**config.mk**
```make
export PLATFORM = sky130hd
export DESIGN_NAME = axi4_lite_timer
export DESIGN_NICKNAME = d
export VERILOG_FILES = /design/src/rtl/axi4_lite_timer.sv
export SDC_FILE = /design/constraint.sdc
export NUM_CORES = 1
export LEC_CHECK = 0
export BUFFER_PORTS_ARGS = -buffer_cell sky130_fd_sc_hd__buf_2
export CAP_MARGIN = 20
export CORE_ASPECT_RATIO = 0.6
export CORE_UTILIZATION = 57
export CTS_CLUSTER_SIZE = 20
export DETAILED_ROUTE_END_ITERATION = 12
export GPL_TIMING_DRIVEN = 0
export HOLD_SLACK_MARGIN = 0.1
export PLACE_DENSITY_LB_ADDON = 0.08
export SYNTH_ARGS = -nofsm -noshare
export SYNTH_HDL_FRONTEND = slang
export SYNTH_SLANG_ARGS = --single-unit
```
**constraint.sdc**
```tcl
create_clock -name clk -period 2.9 [get_ports clk]
set_clock_uncertainty 0.2 [all_clocks]
set_input_delay 0.435 -clock clk [delete_from_list [all_inputs] [get_ports clk]]
set_output_delay 0.435 -clock clk [all_outputs]
set_load 0.01 [all_outputs]
```
**src/rtl/axi4_lite_timer.sv**
```systemverilog
// Memory-mapped 32-bit timer/compare peripheral behind the AXI4-Lite slave adapter.
// Prescaled free-running counter, compare match with optional auto-reload, level irq.
module axi4_lite_timer #(
    parameter int ADDR_WIDTH     = 32,
    parameter int DATA_WIDTH     = 32,
    parameter int PRESCALE_WIDTH = 16
) (
    input  logic                      clk,
    input  logic                      rst,
    input  logic                      mem_write,
    input  logic [3:0]                byte_en,
    input  logic [ADDR_WIDTH-1:0]     write_addr,
    input  logic [DATA_WIDTH-1:0]     write_data,
    input  logic [ADDR_WIDTH-1:0]     read_addr,
    output logic [DATA_WIDTH-1:0]     read_data,
    output logic                      data_valid,
    output logic                      irq
);

    typedef enum logic [2:0] {
        REG_CTRL     = 3'd0,
        REG_PRESCALE = 3'd1,
        REG_COUNT    = 3'd2,
        REG_COMPARE  = 3'd3,
        REG_STATUS   = 3'd4
    } reg_sel_e;

    logic [2:0]                ctrl;
    logic [PRESCALE_WIDTH-1:0] prescale;
    logic [DATA_WIDTH-1:0]     count;
    logic [DATA_WIDTH-1:0]     compare;
    logic                      match;
    logic [PRESCALE_WIDTH-1:0] pre;
    logic [ADDR_WIDTH-1:0]     raddr_q;
    logic                      started;

    logic [DATA_WIDTH-1:0]     wmask;
    logic [2:0]                wr_sel;
    logic                      wr_ctrl, wr_prescale, wr_count, wr_compare, clr_match;
    logic                      tick, match_hit;
    logic [DATA_WIDTH-1:0]     count_tick, count_nxt, compare_nxt;
    logic [PRESCALE_WIDTH-1:0] prescale_nxt, pre_nxt;
    logic [DATA_WIDTH-1:0]     rd_mux;
    logic                      unused_addr_bits;

    assign unused_addr_bits = ^{write_addr[ADDR_WIDTH-1:5], write_addr[1:0]};

    always_comb begin
        wmask = '0;
        for (int unsigned i = 0; i < 4; i++) begin
            wmask[i*8 +: 8] = {8{byte_en[i]}};
        end
    end

    assign wr_sel      = write_addr[4:2];
    assign wr_ctrl     = mem_write && (wr_sel == REG_CTRL) && byte_en[0];
    assign wr_prescale = mem_write && (wr_sel == REG_PRESCALE) && (|byte_en);
    assign wr_count    = mem_write && (wr_sel == REG_COUNT);
    assign wr_compare  = mem_write && (wr_sel == REG_COMPARE);
    assign clr_match   = mem_write && (wr_sel == REG_STATUS) && byte_en[0] && write_data[0];

    always_comb begin
        tick       = ctrl[0] && (pre == prescale);
        match_hit  = tick && (count == compare);
        count_tick = count;
        if (tick) begin
            count_tick = (match_hit && ctrl[1]) ? '0 : count + 32'd1;
        end
        // Written byte lanes override the tick result; unwritten lanes keep it.
        count_nxt = count_tick;
        if (wr_count) begin
            count_nxt = (count_tick & ~wmask) | (write_data & wmask);
        end

        compare_nxt = compare;
        if (wr_compare) begin
            compare_nxt = (compare & ~wmask) | (write_data & wmask);
        end

        prescale_nxt = prescale;
        if (wr_prescale) begin
            prescale_nxt = (prescale & ~wmask[PRESCALE_WIDTH-1:0])
                         | (write_data[PRESCALE_WIDTH-1:0] & wmask[PRESCALE_WIDTH-1:0]);
        end

        pre_nxt = pre;
        if (wr_prescale) begin
            pre_nxt = '0;
        end else if (ctrl[0]) begin
            pre_nxt = tick ? '0 : pre + PRESCALE_WIDTH'(1);
        end
    end

    always_comb begin
        rd_mux = '0;
        case (read_addr[4:2])
            REG_CTRL:     rd_mux[2:0] = ctrl;
            REG_PRESCALE: rd_mux[PRESCALE_WIDTH-1:0] = prescale;
            REG_COUNT:    rd_mux = count;
            REG_COMPARE:  rd_mux = compare;
            REG_STATUS:   rd_mux[0] = match;
            default:      rd_mux = '0;
        endcase
    end

    always_ff @(posedge clk or negedge rst) begin
        if (!rst) begin
            ctrl      <= '0;
            prescale  <= '0;
            count     <= '0;
            compare   <= '0;
            match     <= 1'b0;
            pre       <= '0;
            raddr_q   <= '0;
            read_data <= '0;
            started   <= 1'b0;
        end else begin
            if (wr_ctrl) begin
                ctrl <= write_data[2:0];
            end
            prescale  <= prescale_nxt;
            count     <= count_nxt;
            compare   <= compare_nxt;
            // A new match takes priority over a simultaneous W1C.
            match     <= match_hit | (match & ~clr_match);
            pre       <= pre_nxt;
            raddr_q   <= read_addr;
            read_data <= rd_mux;
            started   <= 1'b1;
        end
    end

    assign data_valid = rst && started && (read_addr == raddr_q);
    assign irq        = match & ctrl[2];

endmodule

```
# Word-level counts from Yosys, hierarchy flattened

Cells that the tools add are included.

Reduce and logical (&&, ||, !) cells: 18
$add $sub $neg: 2
Equal/unequal tests: 11
Mux-type cells: 10
Bitwise gates (word level): 14

Operators with widths:

| kind                    | count |
|---|---|
| $and A32 B32 Y32        | 3 |
| $mux W32                | 3 |
| $eq A32 B32 Y1          | 2 |
| $or A32 B32 Y32         | 2 |
| $mux W16                | 3 |
| $pmux W13 S3            | 1 |
| $add A32 B1 Y32 const B | 1 |
| $and A16 B16 Y16        | 2 |
| $not A32 Y32            | 1 |
| $pmux W16 S2            | 1 |
| $add A16 B1 Y16 const B | 1 |
| $eq A16 B16 Y1          | 1 |
| $not A16 Y16            | 1 |
| $or A16 B16 Y16         | 1 |
| $logic_and A1 B1 Y1     | 14 |
| $eq A3 B2 Y1 const B    | 4 |
| $pmux W2 S4             | 1 |
| $eq A3 B1 Y1 const B    | 2 |
| $eq A3 B3 Y1 const B    | 2 |
| $logic_not A3 Y1        | 2 |
| $pmux W1 S5             | 1 |
| $reduce_or A4 Y1        | 1 |
| $and A1 B1 Y1           | 2 |
| $reduce_bool A2 Y1      | 1 |
| 2 further kinds         | 2 |

Input bits: 103
Register bits: 165
Output and inout port bits: 34

# Longest topological paths before layout

Gate-level depths: netlist of the first run.

Word-level depth: 9
Mapped depth: 10

# Worst setup path after synthesis of the first run

Ideal clock, no wire load.

Path kind: input to output
From: input read_addr[3]
To: output data_valid
Slack: 0.280 ns
Required time: 2.265 ns
Stages on the path: 6
Buffers on the path: 1
Arrival time: 1.985 ns
Cells stage by stage: clkbuf_1 -> xor2_1 -> nor4_1 -> nand4_1 -> or4_1 -> nor4_1

Cells in the longest elaborated chain, start to end: 2

RTL lines:

| what                | RTL line | source |
|---|---|---|
| start, declared     | 14       | `input logic [ADDR_WIDTH-1:0] read_addr,` |
| $eq A32 B32 Y1      | 133      | `assign data_valid = rst && started && (read_addr == raddr_q);` |
| $logic_and A1 B1 Y1 | 133      |  |
| end, declared       | 16       | `output logic data_valid,` |

Every way passes these cells.

# Worst setup path after layout of the first run

From: register raddr_q[27]
To: output data_valid

Cells in the longest elaborated chain, start to end: 2

RTL lines:

| what                   | RTL line | source |
|---|---|---|
| start, declared        | 34       | `logic [ADDR_WIDTH-1:0] raddr_q;` |
| start signal, assigned | 127      | `raddr_q <= read_addr;` |
| $eq A32 B32 Y1         | 133      |  |
| $logic_and A1 B1 Y1    | 133      |  |

Every way passes these cells.

==> run metrics, run 1 <==
status=complete, but fails checks; failing checks=negative hold slack, negative setup slack; Nets=1,051; CTS Buffer Depth=2; drt wl/cell=19.9 um; asr flop ratio synth=1.00; Setup CP Type=flip-flop to primary output; routability cong.=0.945; WHS=-0.193 ns; port bufs=107; Total GRT Usage=0.332; first-pass GRT wire length=36,200 um; Top FF cell, synth=dfrtp_1; setup violators final=1; GRT overflow=0; clock root buffer=clkbuf_16; CTS sink count=165; clock latency on the worst-skew pair=0.44 ns; largest net degree at the start of global routing=90; max-cap violations=0; share of the synthesized area in the top cell type=0.509; Critical Path RT=2.27 ns; TritonCTS Buffers=17; # Post-CTS Setup Buffers=0; Reg area=0.00413 mm2; Horiz. Die Dim=156 um; row count=33; Final period util=1.03; hold buffers post-CTS=64; vias in the first global route=6,681; synthesized area=0.00812 mm2; Unique masters post-synth=53; Fin. Hold Viols=88; Synth Warn #=0; largest cells by area after synthesis=dfrtp_1, mux2_2, xnor2_1; Final Worst Setup Slack=-0.0988 ns; register area share after synthesis=0.509; post-synthesis cell count=756; unrepaired setup endpoints after global routing=true; CTS tree=yes; Arrival @ worst endpoint=2.36 ns; # diodes=0; Final Util=0.745; actual slew at the worst max-slew pin=0.948 ns; most frequent cells in the layout=dfrtp_1, buf_2, nor2_1, mux2_2, dlygate4sd3_1; fill count=962; initial antenna violation count=0; max-slew violations=0; commonest non-fill, non-tap cell in the layout=dfrtp_1; minimum clock period=3.00 ns; WL final=22,900 um; via count=6,735; Vias/cell=5.85; initial core utilization=0.589; cell count after placement=1,056; Seq cells post-synth=165; Final ANT Viol Nets=0; core area=0.0138 mm2; worst hold path type=primary input to asynchronous set/reset pin; IO Count=137; EDFF count, synth=0; CP Capture Type=primary output; drt first pass iters=5; Post-DP HPWL=15,800 um; Synth Net Count=861; CP max FO=1; Die Ht=94.4 um; Synth-to-Final Area Change=26.6%; DP Area=0.00893 mm2; crit start category=flip-flop; Post-route DRC=0; fraction of layout instances using a drive strength above 1=0.251; Avg Cell Area, Syn=10.7 um2; Clk pin slew, worst setup/hold paths=0.07 ns; Worst VDD drop=401 uV; htree depth=4; Tot Pwr=7.00 mW; dominant cell type by area after synthesis=dfrtp_1; headroom to the max-slew limit=0.368; Pleak=4.49 nW; post-layout instance area=0.0103 mm2; Finished Layout Cells=1,151; DR iter-0 viols=560; area of the multi-input gates=0.00385 mm2; PwrDens=681 mW/mm2; die area=0.0147 mm2; Fmax=0.333 GHz
==> synthesized netlist by cell type (all sizes together), types with 4 or more instances <==
library cell	n
mux2	62
and3	8
nand4	18
or4	4
a22oi	13
nand4b	7
inv	8
mux2i	16
nor4	16
and2	5
clkbuf	27
nand3b	7
a31oi	24
o21ai	33
nand2	48
xor2	39
nor2	99
buf	10
dfrtp	165
nor2b	8
nor3	10
a21oi	13
nand3	25
xnor2	61
==> worst paths after layout <==
kind	startpoint	endpoint	slack (ns)	cells past startpoint
max in group asynchronous	rst	count[13]	1.62	4
min reg2reg	flip-flop	flip-flop	0.36	1
min	rst	read_data[16]	-0.19	2
max	raddr_q[27]	data_valid	-0.1	6
max reg2reg	pre[0]	count[15]	0.11	8
min in group clk	write_data[1]	ctrl[1]	0.12	2
==> worst max-delay path, cell delays in order (launching register included) <==
cell and delay (ns):
dfrtp_1 0.38, xor2_1 0.17, nor4_2 0.40, nand4_1 0.19
or4_4 0.46, nor4_4 0.17, buf_2 0.17
==> cell families after synthesis <==
logic type                 Yosys count  synth area share
and+or+nand+nor                    266             0.170
buffers and inverters               45            0.0237
DFF                                165             0.509
other                                1          0.000462
xor gates and xnor gates           100             0.108
muxes                               81             0.114
AOI/OAI and AO/OA                   96            0.0726
adders and majority gates            2           0.00308
==> metrics by stage <==
| step | worst slack [ns] | TNS [ns] |
|---|---|---|
| 2_1_floorplan | 0.280 | 0 |
| 3_3_place_gp | -2.13 | -205.22 |
| 3_5_place_dp | -0.361 | -4.70 |
| 4_1_cts | -0.0842 | -0.0842 |
| 5_1_grt | -0.182 | -0.195 |
| 6_report | -0.0988 | -0.0988 |
==> cell type report <==
cell class              instances  area share
flip-flops and latches        165       0.402
well taps                     192      0.0234
clock inverters                15      0.0170
inverters                       8     0.00292
clock buffers                  17      0.0414
plain buffers                  36      0.0166
multi-input cells             546       0.375
repair buffers                172       0.122
==> per-layer routing <==
| metal | vias up | GRT usage | part of all wire |
|---|---|---|---|
| li1 | 3037 | - | - |
| met1 | 3325 | 0.469 | 0.45 |
| met2 | 321 | 0.501 | 0.45 |
| met3 | 52 | 0.0867 | 0.082 |
| met4 | 0 | 0.109 | 0.018 |
| met5 | - | 0 | 0 |
==> timing repair <==
| action | CTS | global route |
|---|---|---|
| endpoints found under the hold margin | 167 | 88 |
| gates resized for setup | 7 | 18 |
| pin swaps | 3 | 1 |
| cloned | 0 | 0 |
| endpoints found under the setup margin | 1 | 34 |
==> where the power goes <==
group | switching, mW | internal [mW] | total (mW) | leakage (nW)
registers | 0.426 | 2.66 | 3.09 | 2.01
logic | 0.820 | 0.766 | 1.59 | 2.19
clock network | 1.09 | 1.24 | 2.32 | 0.289
total | 2.33 | 4.67 | 7.00 | 4.49
Note: power is estimated with default switching activity, not from simulation.
==> run 2, diff against run 1 <==
Settings changed: REMOVE_ABC_BUFFERS set to 1.
==> run 2 against run 1 <==
  * The flow finishes with violations (negative setup slack)
  * Global-route usage shrank 0.86 points
  * Die area is the same
  * Hold slack better by 0.31 ns
  * Critical endpoint unchanged
  * Largest power group unchanged
==> run metrics, run 2 (same netlist as run 1, synthesis figures left out) <==
# diodes=0; via count=6,572; Reg area=0.00413 mm2; Post-DP HPWL=14,900 um; IO Count=137; DR iter-0 viols=565; TritonCTS Buffers=17; vias in the first global route=6,557; initial core utilization=0.589; GRT overflow=0; initial antenna violation count=0; Post-Place Setup Slack=-0.749 ns; Critical Path RT=2.27 ns; unrepaired setup endpoints after global routing=true; Tot Pwr=6.72 mW; row count=33; Pleak=4.37 nW; WHS=0.112 ns; max-cap violations=0; Final Worst Setup Slack=-0.0666 ns; first-pass GRT wire length=35,600 um; commonest non-fill, non-tap cell in the layout=dfrtp_1; cell count after placement=1,020; CTS Buffer Depth=2; port bufs=107; largest net degree at the start of global routing=94; CP Capture Type=primary output; PwrDens=670 mW/mm2; Nets=1,013; CP max-delay cell=or4_4; Worst VDD drop=327 uV; drt first pass iters=6; Setup CP Type=flip-flop to primary output; max-slew violations=0; actual slew at the worst max-slew pin=1.09 ns; CP max FO=1; minimum clock period=2.97 ns; CTS sink count=165; CTS tree=yes; failing checks=negative setup slack; Synth-to-Final Area Change=23.4%; die area=0.0147 mm2; post-layout instance area=0.0100 mm2; Final ANT Viol Nets=0; most frequent cells in the layout=dfrtp_1, buf_2, nor2_1, mux2_2, xnor2_1; clock latency on the worst-skew pair=0.43 ns; Finished Layout Cells=1,113; fill count=1,003; max incr delay on CP=0.56 ns; Clk pin slew, worst setup/hold paths=0.07 ns; DP Area=0.00878 mm2; Vias/cell=5.90; Horiz. Die Dim=156 um; WL final=22,800 um; Arrival @ worst endpoint=2.33 ns; clock root buffer=clkbuf_16; setup violators final=1; routability cong.=0.923; crit-path cells=xor2_1, nor4_1, nand4_1, or4_4, nor4_4, buf_2; core area=0.0138 mm2; status=complete, but fails checks; Post-route DRC=0; htree depth=4; worst hold path type=primary input to flip-flop; Fmax=0.337 GHz; area of the multi-input gates=0.00390 mm2; crit start category=flip-flop; Total GRT Usage=0.324; buffers plus inverters on the worst setup path=1; fraction of layout instances using a drive strength above 1=0.252; Die Ht=94.4 um; Crit path max-delay family=simple AND/OR/NAND/NOR gates; Fin. Hold Viols=0; Final period util=1.02; headroom to the max-slew limit=0.274; drt wl/cell=20.5 um
[run 2: what timing repair did]
action,4_1_cts,5_1_grt
pin swaps,8,7
hold buffers,57,0
hold endpoints to repair,143,0
gates cloned,2,0
setup endpoints to repair,44,33
buffers inserted,0,2
resized for setup,10,8
[run 2: report_power, final]
| group | switching (mW) | internal [mW] |
|---|---|---|
| Combinational | 0.772 | 0.744 |
| Clock | 0.981 | 1.11 |
| Sequential | 0.445 | 2.66 |
[run 2: cell type report]
type | instances | area share
Sequential cell | 165 | 0.412
Multi-Input combinational cell | 548 | 0.389
Timing Repair Buffer | 168 | 0.119
Clock buffer | 20 | 0.0436
Tap cell | 192 | 0.0240
Clock inverter | 12 | 0.00962
Inverter | 8 | 0.00300
[run 2: through the flow]
stage               setup TNS, ns  utilization
floorplan                       0            -
global placement          -247.26        0.633
detailed placement         -15.12        0.637
CTS                        -0.141        0.722
global route               -0.145        0.726
finish                    -0.0666        0.726
[run 2: path summary, 6_finish.rpt]
kind,start,endpoint,slack (ns),cells after the start
setup / recovery,raddr_q[23],data_valid,-0.07,6
min in group asynchronous,rst,raddr_q[20],0.43,3
hold reg to reg,ctrl[2],ctrl[2],0.34,1
hold / removal,write_data[11],flip-flop,0.11,2
max in group asynchronous,rst,count[31],1.62,3
setup reg to reg,count[15],count[30],0.06,7
[run 2: routing by layer]
| layer | GRT usage | share of wire |
|---|---|---|
| met1 | 0.464 | 0.45 |
| met2 | 0.480 | 0.44 |
| met3 | 0.0867 | 0.095 |
| met4 | 0.102 | 0.014 |
| met5 | 0 | 0 |
